--- src/rtl/btb_update_ctrl_if.sv ---
`default_nettype none
// ============================================================================
//  Module   : btb_update_ctrl_if
//  Purpose  : Resolve-stage to BTB-update-controller offer/accept handshake.
//  Revision : 1.0  initial release
// ============================================================================
interface btb_update_ctrl_if;
    logic        res_valid;
    logic        res_ready;
    logic [15:0] res_pc;
    logic [15:0] res_target;
    logic        res_taken;
    logic        res_mispredict;

    modport master (
        output res_valid,
        output res_pc,
        output res_target,
        output res_taken,
        output res_mispredict,
        input  res_ready
    );

    modport slave (
        input  res_valid,
        input  res_pc,
        input  res_target,
        input  res_taken,
        input  res_mispredict,
        output res_ready
    );
endinterface
`default_nettype wire

--- src/rtl/btb_update_ctrl.sv ---
`default_nettype none
// ============================================================================
//  Module   : btb_update_ctrl
//  Purpose  : Sweeps the BTB invalid after reset, then queues resolved
//             branches and replays them as BTB/counter updates; mispredicts
//             raise a one-cycle flush. Optional macro: BTB_INVALIDATE_EN.
//  Revision : 1.0  initial release
// ============================================================================
module btb_update_ctrl #(
    parameter int          FIFO_DEPTH   = 4,
    parameter logic [15:0] EMPTY_TARGET = 16'hFFFF
) (
    input  wire               clk,
    input  wire               reset,
    btb_update_ctrl_if.slave  res,
    output logic              flush,
    output logic [15:0]       redirect_pc,
    output logic              btb_we,
    output logic [7:0]        btb_index,
    output logic [7:0]        btb_tag,
    output logic [15:0]       btb_target,
    output logic              cnt_update,
    output logic              cnt_taken,
    output logic              fetch_stall,
    output logic [3:0]        fill
);

    localparam int         c_PTR_W = (FIFO_DEPTH > 1) ? $clog2(FIFO_DEPTH) : 1;
    localparam logic [3:0] c_DEPTH = 4'(FIFO_DEPTH);

    typedef enum logic [0:0] {
        S_INIT = 1'b0,
        S_RUN  = 1'b1
    } state_t;

    state_t               r_state;
    state_t               w_state_nxt;
    logic [7:0]           r_sweep;
    logic [7:0]           w_sweep_nxt;

    logic [c_PTR_W-1:0]   r_wr_ptr;
    logic [c_PTR_W-1:0]   r_rd_ptr;
    logic [3:0]           r_fill;
    logic [15:0]          r_q_pc     [FIFO_DEPTH];
    logic [15:0]          r_q_target [FIFO_DEPTH];
    logic                 r_q_taken  [FIFO_DEPTH];

    logic [7:0]           r_idx_hold;
    logic [7:0]           r_tag_hold;
    logic [15:0]          r_tgt_hold;
    logic                 r_flush;
    logic [15:0]          r_redirect;

    logic                 w_ready;
    logic                 w_push;
    logic                 w_pop;
    logic                 w_init_wr;
    logic [15:0]          w_head_pc;
    logic [15:0]          w_head_target;
    logic                 w_head_taken;

    assign w_ready       = (r_state == S_RUN) && (r_fill < c_DEPTH);
    assign w_push        = res.res_valid && w_ready;
    assign w_pop         = (r_state == S_RUN) && (r_fill != 4'd0);
    // Reset gates the sweep strobe so no write escapes while reset is held.
    assign w_init_wr     = (r_state == S_INIT) && !reset;
    assign w_head_pc     = r_q_pc[r_rd_ptr];
    assign w_head_target = r_q_target[r_rd_ptr];
    assign w_head_taken  = r_q_taken[r_rd_ptr];

    assign res.res_ready = w_ready;
    assign fetch_stall   = (r_state == S_INIT);
    assign fill          = r_fill;
    assign flush         = r_flush;
    assign redirect_pc   = r_redirect;

    always_ff @(posedge clk or posedge reset) begin
        if (reset) begin
            r_state <= S_INIT;
            r_sweep <= 8'd0;
        end else begin
            r_state <= w_state_nxt;
            r_sweep <= w_sweep_nxt;
        end
    end

    always_comb begin
        w_state_nxt = r_state;
        w_sweep_nxt = r_sweep;
        case (r_state)
            S_INIT: begin
                w_sweep_nxt = r_sweep + 8'd1;
                if (r_sweep == 8'hFF) begin
                    w_state_nxt = S_RUN;
                end
            end
            S_RUN:   w_state_nxt = S_RUN;
            default: w_state_nxt = S_INIT;
        endcase
    end

    always_comb begin
        btb_we     = 1'b0;
        btb_index  = r_idx_hold;
        btb_tag    = r_tag_hold;
        btb_target = r_tgt_hold;
        cnt_update = 1'b0;
        cnt_taken  = 1'b0;
        if (w_init_wr) begin
            btb_we     = 1'b1;
            btb_index  = r_sweep;
            btb_tag    = 8'h00;
            btb_target = EMPTY_TARGET;
        end else if (w_pop) begin
            cnt_update = 1'b1;
            cnt_taken  = w_head_taken;
            if (w_head_taken) begin
                btb_we     = 1'b1;
                btb_index  = w_head_pc[7:0];
                btb_tag    = w_head_pc[15:8];
                btb_target = w_head_target;
            end
`ifdef BTB_INVALIDATE_EN
            else begin
                btb_we     = 1'b1;
                btb_index  = w_head_pc[7:0];
                btb_tag    = w_head_pc[15:8];
                btb_target = EMPTY_TARGET;
            end
`endif
        end
    end

    // BTB bus keeps its last written value between writes.
    always_ff @(posedge clk or posedge reset) begin
        if (reset) begin
            r_idx_hold <= 8'd0;
            r_tag_hold <= 8'd0;
            r_tgt_hold <= EMPTY_TARGET;
        end else if (btb_we) begin
            r_idx_hold <= btb_index;
            r_tag_hold <= btb_tag;
            r_tgt_hold <= btb_target;
        end
    end

    always_ff @(posedge clk or posedge reset) begin
        if (reset) begin
            r_wr_ptr <= '0;
            r_rd_ptr <= '0;
            r_fill   <= 4'd0;
        end else begin
            if (w_push) begin
                r_wr_ptr <= r_wr_ptr + 1'b1;
            end
            if (w_pop) begin
                r_rd_ptr <= r_rd_ptr + 1'b1;
            end
            case ({w_push, w_pop})
                2'b10:   r_fill <= r_fill + 4'd1;
                2'b01:   r_fill <= r_fill - 4'd1;
                default: r_fill <= r_fill;
            endcase
        end
    end

    always_ff @(posedge clk) begin
        if (w_push) begin
            r_q_pc[r_wr_ptr]     <= res.res_pc;
            r_q_target[r_wr_ptr] <= res.res_target;
            r_q_taken[r_wr_ptr]  <= res.res_taken;
        end
    end

    // Flush is taken straight from the accepted offer, bypassing the queue.
    always_ff @(posedge clk or posedge reset) begin
        if (reset) begin
            r_flush    <= 1'b0;
            r_redirect <= 16'd0;
        end else begin
            r_flush <= w_push && res.res_mispredict;
            if (w_push && res.res_mispredict) begin
                r_redirect <= res.res_taken ? res.res_target : (res.res_pc + 16'd1);
            end
        end
    end

endmodule
`default_nettype wire

--- src/flat_wrapper.sv ---
// flat-port wrapper written by rule: the top's interface ports become plain ports
module btb_update_ctrl_flat 
#(
    parameter int          FIFO_DEPTH   = 4,
    parameter logic [15:0] EMPTY_TARGET = 16'hFFFF
)
  (clk, reset, flush, redirect_pc, btb_we, btb_index, btb_tag, btb_target, cnt_update, cnt_taken, fetch_stall, fill, res_res_valid, res_res_pc, res_res_target, res_res_taken, res_res_mispredict, res_res_ready);
  btb_update_ctrl_if res_i ();
  input  wire clk;
  input  wire reset;
  output logic flush;
  output logic [15:0] redirect_pc;
  output logic btb_we;
  output logic [7:0] btb_index;
  output logic [7:0] btb_tag;
  output logic [15:0] btb_target;
  output logic cnt_update;
  output logic cnt_taken;
  output logic fetch_stall;
  output logic [3:0] fill;
  input wire logic [$bits(res_i.res_valid)-1:0] res_res_valid;
  input wire logic [$bits(res_i.res_pc)-1:0] res_res_pc;
  input wire logic [$bits(res_i.res_target)-1:0] res_res_target;
  input wire logic [$bits(res_i.res_taken)-1:0] res_res_taken;
  input wire logic [$bits(res_i.res_mispredict)-1:0] res_res_mispredict;
  output wire logic [$bits(res_i.res_ready)-1:0] res_res_ready;
  assign res_i.res_valid = res_res_valid;
  assign res_i.res_pc = res_res_pc;
  assign res_i.res_target = res_res_target;
  assign res_i.res_taken = res_res_taken;
  assign res_i.res_mispredict = res_res_mispredict;
  assign res_res_ready = res_i.res_ready;
  btb_update_ctrl #(.FIFO_DEPTH(FIFO_DEPTH), .EMPTY_TARGET(EMPTY_TARGET)) u_core (.clk(clk), .reset(reset), .res(res_i), .flush(flush), .redirect_pc(redirect_pc), .btb_we(btb_we), .btb_index(btb_index), .btb_tag(btb_tag), .btb_target(btb_target), .cnt_update(cnt_update), .cnt_taken(cnt_taken), .fetch_stall(fetch_stall), .fill(fill));
endmodule
--- config.mk ---
export PLATFORM = sky130hd
export DESIGN_NAME = btb_update_ctrl_flat
export DESIGN_NICKNAME = d
export VERILOG_FILES = /design/src/rtl/btb_update_ctrl_if.sv /design/src/rtl/btb_update_ctrl.sv /design/src/flat_wrapper.sv
export SDC_FILE = /design/constraint.sdc
export NUM_CORES = 1
export LEC_CHECK = 0
export ABC_AREA = 1
export BUFFER_PORTS_ARGS = -buffer_cell sky130_fd_sc_hd__buf_2
export CORE_MARGIN = 2
export CORE_UTILIZATION = 38
export CTS_BUF_LIST = sky130_fd_sc_hd__clkbuf_4 sky130_fd_sc_hd__clkbuf_8
export CTS_CLUSTER_SIZE = 14
export DETAILED_ROUTE_END_ITERATION = 12
export GPL_ROUTABILITY_DRIVEN = 0
export PLACE_DENSITY = 0.58
export SLEW_MARGIN = 20
export SYNTH_ARGS = -nofsm -noshare
export SYNTH_HDL_FRONTEND = slang
export SYNTH_SLANG_ARGS = --single-unit
--- constraint.sdc ---
create_clock -name clk -period 7.1 [get_ports clk]
set_clock_uncertainty 0.1 [all_clocks]
set_input_delay 0.355 -clock clk [delete_from_list [all_inputs] [get_ports clk]]
set_output_delay 0.355 -clock clk [all_outputs]
set_load 0.02 [all_outputs]
==> metrics.csv, run 1 <==
stage,metric,value,unit
status,outcome,"finished, final reports clean",
placed_design,port_buffers,94,
floorplan,fp.dieArea,23600,um2
timing,final_hold_viol_count,0,
power,p_per_area,216,nW/um2
timing,setup_viol,0,
timing,finalCritPeriodShare,52.0,%
clock_network,hold_buffers,0,
timing,clock.fmax,0.271,GHz
synthesis,ys_types,32,
timing,final_max_slew_viol_count,0,
placed_design,dp_cells,1148,
finish,fillers,2084,
drt,ant_nets,0,
finish,multi_input_area,2430,um2
synthesis,synthCells,799,
critical_path,r2r-end,u_core.r_idx_hold[7],
synthesis,ys_seq_area_share,66.4,%
clock_network,cts_htree_levels,4,
critical_path,cp.required,6.64,ns
clock_network,cts_tree,yes,
finish,fin_nets,933,
global_route,antenna_found_initial,1,
synthesis,netlist_area,8490,um2
global_route,overflow,0,
placed_design,place.detailed.hpwl,13200,um
finish,final_area,9680,um2
floorplan,die_h,153,um
global_route,grt_pass1_vias,5651,
critical_path,startpoint,u_core.r_rd_ptr[0],
timing,min_period,3.69,ns
clock_network,postCtsSetupBuffers,0,
critical_path,crit_end,btb_target[3],
synthesis,synth_area_leader_cell,edfxtp_1,
min_path,hold_class,in2reg,
timing,timing.hold.ws,0.0447,ns
synthesis,ys_warn_count,0,
global_route,grt_max_degree,67,
drt,initialDrtViolationCount,465,
drt,drcViolationCount,0,
critical_path,path_max_fanout,49,
timing,tightest_slew,1.14,ns
critical_path,worst-r2r-cell-count,8,
placed_design,place_area,9240,um2
clock_network,ctsResizeCount,0,
critical_path,setup.worst_path.end_class,output port,
critical_path,cp.arrival,3.24,ns
floorplan,pin_count,95,
finish,final_cells,1181,
global_route,grt_pass1_wl,31900,um
power,leakage,4.11,nW
drt,dr.pass1.iters,5,
global_route,track_usage,17.6,%
clock_network,clock_latency,0.47,ns
synthesis,ys_seq_elements,198,
min_path,holdPathStages,1,
synthesis,syn_nets,845,
power,irDropWorstVdd,0.000117,V
floorplan,fp.dieW,153,um
critical_path,r2r-start,u_core.r_rd_ptr[0],
floorplan,core,21900,um2
clock_network,cts_sinks,198,
finish,utilization,44.2,%
clock_network,cts-root-buf,clkbuf_8,
clock_network,cts_inserted_buffers,17,
drt,routedWlPerCell,17.1,um
clock_network,clock_path_buffers,2,
finish,seq_area,5640,um2
timing,slew_headroom,23.9,%
finish,drive_gt1_share,18.7,%
drt,vias,5920,
floorplan,initial_core_util,38.8,%
synthesis,synthTopCellsByArea,"edfxtp_1 (47%), dfrtp_1 (15%), nand2_1 (5.9%), dfstp_2 (5.0%), nor2_1 (4.9%)",
finish,area_growth,14.0,%
synthesis,synth_top_area_share,46.7,%
timing,fin_setup_tns,0,ns
timing,rsz0062_at_grt,false,
drt,wirelength,20200,um
drt,via_per_inst,5.01,
synthesis,avgSynthCellArea,10.6,um2
floorplan,rows,54,
critical_path,reg2reg_slack,4.30,ns
clock_network,clk_pin_slew,0.09,ns
critical_path,worstSetupStartpointType,flop,
critical_path,critical_path_class,reg2out,
run,timing.max_cap.violations,0,
-- per-stage QoR --
stage	power (mW)	setup slack, ns
after floorplan	1.29	4.12
final	2.09	3.41
after CTS	2.10	3.34
after detailed placement	1.33	3.86
after global routing	2.16	3.05
after global placement	1.33	3.92
-- final cells by class --
class	instances	share of cell area, %
antenna	1	0.0259
inverter	73	2.83
clock inverter	12	1.78
tap	280	3.62
sequential	198	58.2
timing repair buffer	104	5.64
multi-input combinational	493	25.1
clock buffer	20	2.71
-- synthesized netlist by cell type, drive strengths merged --
library cell / number
o21ai: 83
nand3: 74
o211ai: 1
nor2: 112
dfstp: 16
edfxtp: 132
a21oi: 10
a21boi: 1
nand4: 11
inv: 73
or2: 2
o22a: 13
o22ai: 18
xor2: 9
nand3b: 1
nand2: 136
a2bb2oi: 2
buf: 11
nor3: 1
dfrtp: 50
o21bai: 2
clkbuf: 24
o31ai: 1
xnor2: 7
ha: 9
-- cell families after synthesis --
family / Yosys count / share of synthesized area [%]
AND/OR/NAND/NOR: 337 / 16.6
flip-flops: 198 / 66.4
AO/OA/AOI/OAI: 131 / 8.93
buffers and inverters: 108 / 5.10
XOR/XNOR: 16 / 1.65
adder cells (fa/ha/maj): 9 / 1.33
-- state kept, by name, summed over array words and instances, names as in the netlist --
register,count
u_core.r_state,1
u_core.redirect_pc,16
u_core.r_rd_ptr,2
u_core.r_sweep,8
u_core.r_q_taken,4
u_core.r_q_pc,64
u_core.r_idx_hold,8
u_core.flush,1
u_core.r_wr_ptr,2
u_core.r_tag_hold,8
u_core.r_q_target,64
u_core.fill,4
u_core.r_tgt_hold,16
-- worst max-delay path, cell delays in order, from the launching register on --
cell and delay, ns:
dfrtp_2 0.57, buf_4 0.49, inv_2 0.28, o21ai_2 0.25, nand2_4 0.11, nand2_4 0.31, inv_2 0.28, nand2_1 0.15
nand3_1 0.07, buf_2 0.21
-- per-layer routing --
| layer | routed length (um) | global-route usage (%) |
|---|---|---|
| met5 | 0 | 0 |
| met4 | 305 | 5.24 |
| met3 | 785 | 3.04 |
| met2 | 9460 | 27.3 |
| met1 | 9680 | 25.6 |
-- worst min-delay path by stage --
stage	startpoint	endpoint	slack, ns
finish	res_res_target[3]	u_core.r_q_target[0][3]	0.04
global route	res_res_target[12]	u_core.r_q_target[2][12]	0.03
CTS	res_res_target[0]	u_core.r_q_target[3][0]	0.02
detailed placement	u_core.redirect_pc[9]	u_core.redirect_pc[9]	0.36
global placement	u_core.redirect_pc[15]	u_core.redirect_pc[15]	0.36
floorplan	res_res_pc[0]	u_core.r_q_pc[0][0]	0.35
-- cell usage in the layout, fill, tap and decap left out, types with 4 or more instances in the layout --
cell type,count
a21oi_1,9
buf_2,94
buf_4,10
bufinv_16,4
clkbuf_8,18
dfrtp_1,49
dfstp_2,16
edfxtp_1,132
ha_1,9
inv_1,68
inv_2,5
nand2_1,134
nand3_1,74
nand4_1,11
nor2_1,107
nor2_2,5
o21ai_0,81
o22a_1,13
o22ai_1,18
xnor2_1,7
xor2_1,9
-- report_power, final --
part           total, mW  switching (mW)  internal, mW
Sequential          1.23        0.000576          1.23
Combinational     0.0692          0.0525        0.0166
Clock              0.786           0.385         0.401
Total               2.09           0.438          1.65
No activity file was read; power rests on OpenSTA's default activity.
==> inputs of run 2 (changes only) <==
Settings changed: ABC_AREA 1 to 0, PLACE_DENSITY 0.58 to 0.6.
Clock period 7.1 ns to 3.2 ns, I/O delays scaled along.
==> run 2 against run 1 <==
Net effect:
- utilization is 1.9 points higher
- routed wire length shrank 12%
- die area down 3.0%
- design area up 0.79%
- worst setup slack got worse by 3.0 ns
==> metrics.csv, run 2 <==
stage,metric,value,unit,change
synthesis,ys_warn_count,0,,unchanged
floorplan,core,21200,um2,-3.4%
timing,rsz0062_at_grt,false,,
drt,wirelength,17900,um,-12%
drt,drcViolationCount,0,,unchanged
global_route,grt_pass1_wl,27900,um,-13%
critical_path,critical_path_class,reg2out,,
drt,ant_nets,0,,unchanged
drt,via_per_inst,5.14,,+2.5%
drt,vias,4952,,-16%
finish,final_cells,964,,-18%
floorplan,rows,53,,-1.9%
floorplan,die_h,151,um,-1.5%
critical_path,cp.arrival,2.58,ns,-0.66 ns
finish,multi_input_area,2390,um2,-1.6%
synthesis,synth_area_leader_cell,edfxtp_1,,
critical_path,setup.worst_path.end_class,output port,,
finish,diodes,0,,-1
finish,fin_nets,722,,-23%
critical_path,worstSetupStartpointType,flop,,
synthesis,avgSynthCellArea,15.2,um2,+43%
synthesis,ys_seq_area_share,68.4,%,+2.1 points
clock_network,cts_htree_levels,4,,unchanged
global_route,overflow,0,,unchanged
synthesis,synth.most_common_cell,edfxtp_1,,
timing,clock.fmax,0.352,GHz,
clock_network,postCtsSetupBuffers,0,,unchanged
placed_design,dp_slack,0.747,ns,-3.12 ns
placed_design,dp_cells,898,,-22%
timing,slew_headroom,39.0,%,+15 points
synthesis,synth_common_cells,"edfxtp_1 (132), dfrtp_1 (50), nor2_1 (50)",,
power,leakage,3.67,nW,-11%
drt,routedWlPerCell,18.6,um,+8.3%
timing,setup_viol,0,,unchanged
timing,final_max_slew_viol_count,0,,unchanged
placed_design,place_area,9030,um2,-2.3%
clock_network,ctsResizeCount,0,,unchanged
clock_network,cts-root-buf,clkbuf_8,,
finish,final_area,9750,um2,+0.79%
synthesis,synth_top_area_share,48.1,%,+1.5 points
finish,layout_commonest_cell,edfxtp_1,,
clock_network,cts_sinks,198,,unchanged
critical_path,startpoint,u_core.r_rd_ptr[0],,
global_route,antenna_found_initial,0,,-1
finish,top_regs,"u_core.r_q_pc: 64 flops, u_core.r_q_target: 64 flops",,
finish,drive_gt1_share,29.5,%,+11 points
clock_network,cts_tree,yes,,
drt,wl_met2,8910,um,-5.8%
drt,dr.pass1.iters,7,,+2
synthesis,synthTopCellsByArea,"edfxtp_1 (48%), dfrtp_1 (15%), mux4_2 (8.8%), dfstp_2 (5.1%), a21oi_1 (2.7%)",,
placed_design,place.detailed.hpwl,11900,um,-9.2%
drt,wl_met1,7900,um,-18%
floorplan,fp.dieW,151,um,-1.5%
floorplan,fp.dieArea,22900,um2,-3.0%
power,irDropWorstVdd,0.000239,V,+100%
floorplan,initial_core_util,38.9,%,+0.13 points
drt,dr_wl_met3,795,um,+1.3%
finish,seq_area,5640,um2,unchanged
clock_network,cts_inserted_buffers,17,,unchanged
global_route,grt_pass1_vias,4977,,-12%
synthesis,ys_types,42,,+31%
synthesis,netlist_area,8230,um2,-3.0%
timing,final_hold_viol_count,0,,unchanged
synthesis,synthCells,541,,-32%
critical_path,path_max_fanout,17,,-65%
synthesis,ys_seq_elements,198,,unchanged
global_route,track_usage,16.4,%,-1.2 points
placed_design,port_buffers,94,,unchanged
finish,fillers,1840,,-12%
timing,fin_setup_tns,0,ns,unchanged
critical_path,r2r-start,u_core.r_state,,
global_route,grt_max_degree,73,,+9.0%
critical_path,reg2reg_slack,0.72,ns,-3.58 ns
power,totalPowerFinal,4.44,mW,+110%
synthesis,async_reset_ff_share,33.3,%,unchanged
clock_network,clock_latency,0.47,ns,about the same
synthesis,yosys_most_used_dff,edfxtp_1,,
power,p_per_area,456,nW/um2,+110%
synthesis,synth_edf_count,132,,unchanged
drt,highest_layer,met4,,
synthesis,syn_nets,587,,-31%
finish,area_growth,18.5,%,
min_path,hold_class,in2reg,,
finish,layout_common_cells,"edfxtp_1 (132), buf_2 (94), nor2_1 (49), dfrtp_1 (49), a21oi_1 (45)",,
floorplan,pin_count,95,,unchanged
critical_path,cp.required,2.94,ns,-3.70 ns
min_path,min-delay-start,res_res_mispredict,,
clock_network,clk_pin_slew,0.10,ns,about the same
timing,finalWorstSetupSlack,0.362,ns,-3.04 ns
drt,initialDrtViolationCount,270,,-42%
run,timing.max_cap.violations,0,,unchanged
status,outcome,"finished, final reports clean",,
timing,min_period,2.84,ns,
timing,finalCritPeriodShare,88.7,%,
clock_network,clock_path_buffers,2,,unchanged
timing,tightest_slew,0.916,ns,-0.225 ns
==> run 2: where the power goes <==
part	switching (mW)	total, mW	internal, mW
sequential	0.00295	2.74	2.74
clock	0.941	1.53	0.584
combinational	0.108	0.178	0.0702
total	1.05	4.44	3.39
==> run 2: stage by stage <==
step,util [%],hold slack [ns]
3_3_place_gp,42.7,0.289
2_1_floorplan,-,0.159
4_1_cts,46.1,0.0365
3_5_place_dp,42.7,0.305
5_1_grt,46.1,0.0642
6_report,46.1,0.0770
==> run 2: metal layers <==
layer	global-route usage, %	vias to the layer above
met1	21.9	2489
met3	3.40	20
met2	26.8	126
met5	0	-
li1	-	2317
met4	6.07	0
==> run 2: area by class of cell <==
class | instances | share of cell area [%]
inverter | 17 | 0.680
timing repair buffer | 142 | 9.52
clock buffer | 18 | 2.48
multi-input combinational | 300 | 24.6
tap | 275 | 3.53
sequential | 198 | 57.8
clock inverter | 14 | 1.46
==> run 2: critical path, cell delays in order, from the launching register on <==
cell and delay (ns):
dfrtp_2 0.50, buf_4 0.27, mux2i_1 0.20, nand2_1 0.11, o211ai_4 0.17, inv_4 0.10
nor2_4 0.34, a221o_1 0.24, buf_2 0.17
==> run 2: worst paths after layout <==
kind	end	cells past startpoint
min in group asynchronous	u_core.r_sweep[3]	4
setup / recovery	btb_index[0]	8
hold / removal	u_core.redirect_pc[14]	5
max in group asynchronous	u_core.r_rd_ptr[0]	4
setup reg to reg	u_core.fill[2]	10
hold reg to reg	u_core.redirect_pc[14]	2
==> run 2: cell families after synthesis <==
kind of cell / share of synthesized area, %
buffers and inverters: 2.49
adder cells (fa/ha/maj): 1.37
XOR/XNOR: 2.98
multiplexers: 9.83
AO/OA/AOI/OAI: 7.34
AND/OR/NAND/NOR: 7.54
flip-flops: 68.4
==> run 2: what timing repair did <==
action / CTS / global route
hold endpoints to repair: 193 / 0
setup endpoints to repair: 0 / 0
hold buffers: 34 / 0
